### src/rtl/prefix_adder_pkg.sv
// Shared constants and FSM encoding for the chunked prefix subtractor.
package prefix_adder_pkg;

  localparam int DATA_W      = 64;
  localparam int CHUNK_W_DEF = 16;

  function automatic int num_chunks(input int chunk_w);
    return DATA_W / chunk_w;
  endfunction

  typedef enum logic [1:0] {
    IDLE = 2'd0,
    CALC = 2'd1,
    DONE = 2'd2
  } state_t;

endpackage

### src/rtl/prefix_sub_slice.sv
// Combinational W-bit a - b - bin using a Kogge-Stone generate/propagate prefix tree.
module prefix_sub_slice #(
  parameter int W = 16
) (
  input  logic [W-1:0] a,
  input  logic [W-1:0] b,
  input  logic         bin,
  output logic [W-1:0] diff,
  output logic         bout
);

  localparam int LEVELS = $clog2(W);

  logic [W-1:0] p_s;
  logic [W-1:0] g_s;
  logic [W-1:0] pp_s;
  logic [W-1:0] gg_s;
  logic [W-1:0] c_s;

  // a - b - bin == a + ~b + ~bin; the carry-in is folded into bit 0's generate
  always_comb begin
    p_s     = a ^ ~b;
    g_s     = a & ~b;
    pp_s    = p_s;
    gg_s    = g_s;
    gg_s[0] = g_s[0] | (p_s[0] & ~bin);
    for (int l = 0; l < LEVELS; l++) begin
      for (int i = W - 1; i >= (1 << l); i--) begin
        gg_s[i] = gg_s[i] | (pp_s[i] & gg_s[i - (1 << l)]);
        pp_s[i] = pp_s[i] & pp_s[i - (1 << l)];
      end
    end
    c_s  = {gg_s[W-2:0], ~bin};
    diff = p_s ^ c_s;
    bout = ~gg_s[W-1];
  end

endmodule

### src/rtl/prefix_subtractor_seq.sv
// Sequential 64-bit subtractor: one CHUNK_W slice per cycle, borrow rippled between cycles.
module prefix_subtractor_seq
  import prefix_adder_pkg::*;
#(
  parameter int CHUNK_W = CHUNK_W_DEF
) (
  input  logic        clk,
  input  logic        rst_n,
  input  logic        start,
  input  logic [63:0] sayi1,
  input  logic [63:0] sayi2,
  output logic        ready,
  output logic        done,
  output logic [63:0] fark,
  output logic        borrow
);

  localparam int NUM_CHUNKS = num_chunks(CHUNK_W);
  localparam int IDX_W      = (NUM_CHUNKS > 1) ? $clog2(NUM_CHUNKS) : 1;
  localparam logic [IDX_W-1:0] LAST_IDX = IDX_W'(NUM_CHUNKS - 1);

  state_t             state_r;
  state_t             state_nx_s;
  logic               ready_r;
  logic               ready_nx_s;
  logic               done_r;
  logic               done_nx_s;
  logic [63:0]        a_r;
  logic [63:0]        b_r;
  logic [63:0]        fark_r;
  logic               borrow_r;
  logic [IDX_W-1:0]   idx_r;
  logic               bin_r;
  logic [CHUNK_W-1:0] a_slice_s;
  logic [CHUNK_W-1:0] b_slice_s;
  logic [CHUNK_W-1:0] diff_s;
  logic               bout_s;

  assign a_slice_s = a_r[idx_r*CHUNK_W +: CHUNK_W];
  assign b_slice_s = b_r[idx_r*CHUNK_W +: CHUNK_W];

  prefix_sub_slice #(.W(CHUNK_W)) u_slice (
    .a    (a_slice_s),
    .b    (b_slice_s),
    .bin  (bin_r),
    .diff (diff_s),
    .bout (bout_s)
  );

  // Next-state decode; ready/done are derived from the next state so they register cleanly
  always_comb begin
    state_nx_s = state_r;
    ready_nx_s = 1'b0;
    done_nx_s  = 1'b0;
    case (state_r)
      IDLE: begin
        if (start) state_nx_s = CALC;
        else       state_nx_s = IDLE;
      end
      CALC: begin
        if (idx_r == LAST_IDX) state_nx_s = DONE;
        else                   state_nx_s = CALC;
      end
      DONE:    state_nx_s = IDLE;
      default: state_nx_s = IDLE;
    endcase
    if (state_nx_s == IDLE) ready_nx_s = 1'b1;
    else                    ready_nx_s = 1'b0;
    if (state_nx_s == DONE) done_nx_s = 1'b1;
    else                    done_nx_s = 1'b0;
  end

  // State and handshake output registers
  always_ff @(posedge clk or negedge rst_n) begin
    if (!rst_n) begin
      state_r <= IDLE;
      ready_r <= 1'b1;
      done_r  <= 1'b0;
    end else begin
      state_r <= state_nx_s;
      ready_r <= ready_nx_s;
      done_r  <= done_nx_s;
    end
  end

  // Operand capture and per-slice result/borrow accumulation
  always_ff @(posedge clk or negedge rst_n) begin
    if (!rst_n) begin
      a_r      <= 64'd0;
      b_r      <= 64'd0;
      fark_r   <= 64'd0;
      borrow_r <= 1'b0;
      idx_r    <= {IDX_W{1'b0}};
      bin_r    <= 1'b0;
    end else begin
      case (state_r)
        IDLE: begin
          if (start) begin
            a_r   <= sayi1;
            b_r   <= sayi2;
            idx_r <= {IDX_W{1'b0}};
            bin_r <= 1'b0;
          end
        end
        CALC: begin
          fark_r[idx_r*CHUNK_W +: CHUNK_W] <= diff_s;
          bin_r <= bout_s;
          idx_r <= idx_r + IDX_W'(1);
          if (idx_r == LAST_IDX) borrow_r <= bout_s;
        end
        default: begin
        end
      endcase
    end
  end

  assign ready  = ready_r;
  assign done   = done_r;
  assign fark   = fark_r;
  assign borrow = borrow_r;

endmodule

### config.mk
export PLATFORM = sky130hd
export DESIGN_NAME = prefix_subtractor_seq
export DESIGN_NICKNAME = d
export VERILOG_FILES = /design/src/rtl/prefix_adder_pkg.sv /design/src/rtl/prefix_sub_slice.sv /design/src/rtl/prefix_subtractor_seq.sv
export SDC_FILE = /design/constraint.sdc
export NUM_CORES = 1
export LEC_CHECK = 0
export ABC_AREA = 1
export BUFFER_PORTS_ARGS = -buffer_cell sky130_fd_sc_hd__buf_2
export CORE_ASPECT_RATIO = 1.5
export CORE_MARGIN = 3
export CORE_UTILIZATION = 59
export DETAILED_ROUTE_END_ITERATION = 16
export PLACE_DENSITY = 0.84
export SETUP_SLACK_MARGIN = 0.02
export SYNTH_ARGS = -nofsm -noshare
export SYNTH_HDL_FRONTEND = slang
export SYNTH_SLANG_ARGS = --single-unit
### constraint.sdc
create_clock -name clk -period 8.5 [get_ports clk]
set_clock_uncertainty 0.1 [all_clocks]
set_input_delay 2.125 -clock clk [delete_from_list [all_inputs] [get_ports clk]]
set_output_delay 2.125 -clock clk [all_outputs]
set_load 0.03 [all_outputs]
==> flow_summary.ini <==
[timing]
setup_viol = 0
drv_slew = 0
fmax_ghz = 0.237
finalCritPeriodShare_pct = 49.6
worst_pin_slew_ns = 0.987
rsz0062_at_grt = no
slew_headroom_pct = 34.2
tns_ns = 0
setup_slack_ns = 4.28
finalCriticalPeriod_ns = 4.22
hold_viol_final = 0

[clocking]
h-tree-depth = 4
cts.sinks = 200
numCtsBuffers = 17
cts_hold_buffers = 0
clock_path_buffers = 2
clk_pin_slew_ns = 0.08
clock_latency_ns = 0.44
cts_tree = built
cts_root_buf = clkbuf_16
cts.repair.resized = 0
post-cts-setup-buffer-count = 0

[synthesis]
synth_warnings = 0
synth-async-reset-ratio_pct = 100
synthTopCellsByCount = nand2_1, dfrtp_1, mux2_2
yosysMostFrequentCell = nand2_1
synthCells = 933
synth_edf_count = 0
syn-cell-area_um2 = 9460
synth.area.top_cells = dfrtp_1, mux2_2, nand2_1, ha_1, o21ai_0
synth_cell_types = 34
synth_nets = 1087
synth.avg_cell_area_um2 = 10.1
synth-main-ff-cell = dfrtp_1
synth_top_area_cell = dfrtp_1
synth-seq-cells = 200
synth_top_area_share_pct = 52.6
ys_seq_area_share_pct = 52.9

[floorplanning]
die_area_um2 = 17600
fp.coreArea_um2 = 15700
initial_utilization_pct = 60.3
pin_count = 198
die_h_um = 161
row_count = 56
fp.dieW_um = 109

[run]
cap_violations = 0

[global_routing]
grt_util_met3_pct = 4.36
grt_use_met2_pct = 46.6
grt_start_max_net_pins = 125
grt_use_total_pct = 28.0
grt_pass1_vias = 7595
busiest_layer = met2
grt_pass1_wl_um = 37800
grt_use_met1_pct = 34.9
grt_remaining_overflow = 0
antenna_found_initial = 5

[min_path]
min_path_type = register to register

[critical_path]
worstSetupPathType = register to register
end_kind = register
path_max_fanout = 61
crit_required_ns = 8.78
cp.arrival_ns = 4.49
startpoint_type = register

[placed_design]
port_buffers = 197
place_hpwl_um = 17000
pre_cts_slack_ns = 4.23
gp_congestion = 0.891

[route]
vias = 7435
drt-pass1-iter-count = 4
post_drt_wl_per_cell_um = 17.8
drc = 0
drt_iter0_markers = 462
ant_nets = 0
drt-total-wl_um = 23600
vias_per_cell = 5.59

[finish]
area_growth_pct = 17.8
fin_util_pct = 71.0
fin_nets = 1262
drive_above_1_share_pct = 33.8

[outcome]
status = complete, no violations
[state kept, by name, summed over array words and instances (netlist names)]
name,flops
state_r,2
fark,64
b_r,64
bin_r,1
a_r,64
ready,1
borrow,1
idx_r,2
done,1
[final timing paths]
| kind | from | end | slack [ns] | depth (start not counted) |
|---|---|---|---|---|
| setup / recovery | idx_r[0]$_DFFE_PN0P_ | fark[56]$_DFFE_PN0P_ | 4.28 | 13 |
| hold / removal | fark[10]$_DFFE_PN0P_ | fark[10]$_DFFE_PN0P_ | 0.38 | 2 |
| setup reg to reg | idx_r[0]$_DFFE_PN0P_ | fark[56]$_DFFE_PN0P_ | 4.28 | 13 |
| hold reg to reg | fark[10]$_DFFE_PN0P_ | fark[10]$_DFFE_PN0P_ | 0.38 | 2 |
| max in group asynchronous | rst_n | fark[36]$_DFFE_PN0P_ | 4.99 | 2 |
| min in group asynchronous | rst_n | a_r[13]$_DFFE_PN0P_ | 1.72 | 1 |
[cells by family after synthesis]
kind of cell	share of synthesized area, %
AO/OA/AOI/OAI	8.04
XOR/XNOR	0.728
adder cells (fa/ha/maj)	3.20
buffers and inverters	4.39
flip-flops	52.9
multiplexers	15.2
AND/OR/NAND/NOR	15.5
[stage by stage]
stage / cells / hold WS [ns] / instance area, um^2
3_3_place_gp: 1292 / 0.360 / 10500
2_1_floorplan: 933 / 0.368 / 9460
5_1_grt: 1327 / 0.399 / 11100
4_1_cts: 1323 / 0.380 / 11100
6_report: 1329 / 0.378 / 11100
3_5_place_dp: 1292 / 0.361 / 10500
[routing by layer]
layer | routed length (um) | vias up
met3 | 1190 | 56
met4 | 1010 | 0
met5 | 0 | -
met2 | 12200 | 249
li1 | - | 3505
met1 | 9180 | 3625
[final cells by class]
class / instances / area [um^2]
Sequential cell: 200 / 5010
Fill cell: 1185 / 4560
Multi-Input combinational cell: 632 / 4050
Timing Repair Buffer: 202 / 1030
Clock buffer: 18 / 439
Tap cell: 203 / 254
Inverter: 55 / 206
Clock inverter: 13 / 139
Antenna cell: 6 / 15.0
[cell usage in the layout (no fill, tap or decap), types with 3 or more instances in the layout]
cell type / netlist / layout
nand2_1: 243 / 242
dfrtp_1: 199 / 198
buf_2: 20 / 196
mux2_2: 128 / 128
inv_1: 51 / 50
nor2_1: 48 / 48
o21ai_0: 43 / 43
a21oi_1: 29 / 29
nand3_1: 25 / 25
ha_1: 21 / 21
nand4_1: 19 / 19
clkbuf_16: 0 / 17
o22ai_1: 16 / 16
a32o_1: 15 / 15
o21ai_1: 11 / 11
a22o_1: 8 / 8
diode_2: 0 / 6
buf_4: 1 / 5
inv_2: 3 / 4
nor3_1: 4 / 4
nand2_2: 4 / 4
inv_8: 0 / 4
xnor2_1: 3 / 3
xor2_1: 3 / 3
clkinv_4: 0 / 3
[worst max-delay path: stages (launching register included)]
cell and delay, ns:
dfrtp_2 0.76, inv_2 0.33, buf_4 0.54, nand2_1 0.12, a32o_1 0.29, fa_1 0.46
fa_1 0.43, inv_1 0.09, nand3_1 0.07, nand3_1 0.14, a21oi_1 0.11, xnor2_1 0.40
nand4_1 0.16, nand2_1 0.10
Power is not shown: default switching activity piles up to over one toggle a cycle in this logic, so the estimate is an artifact.
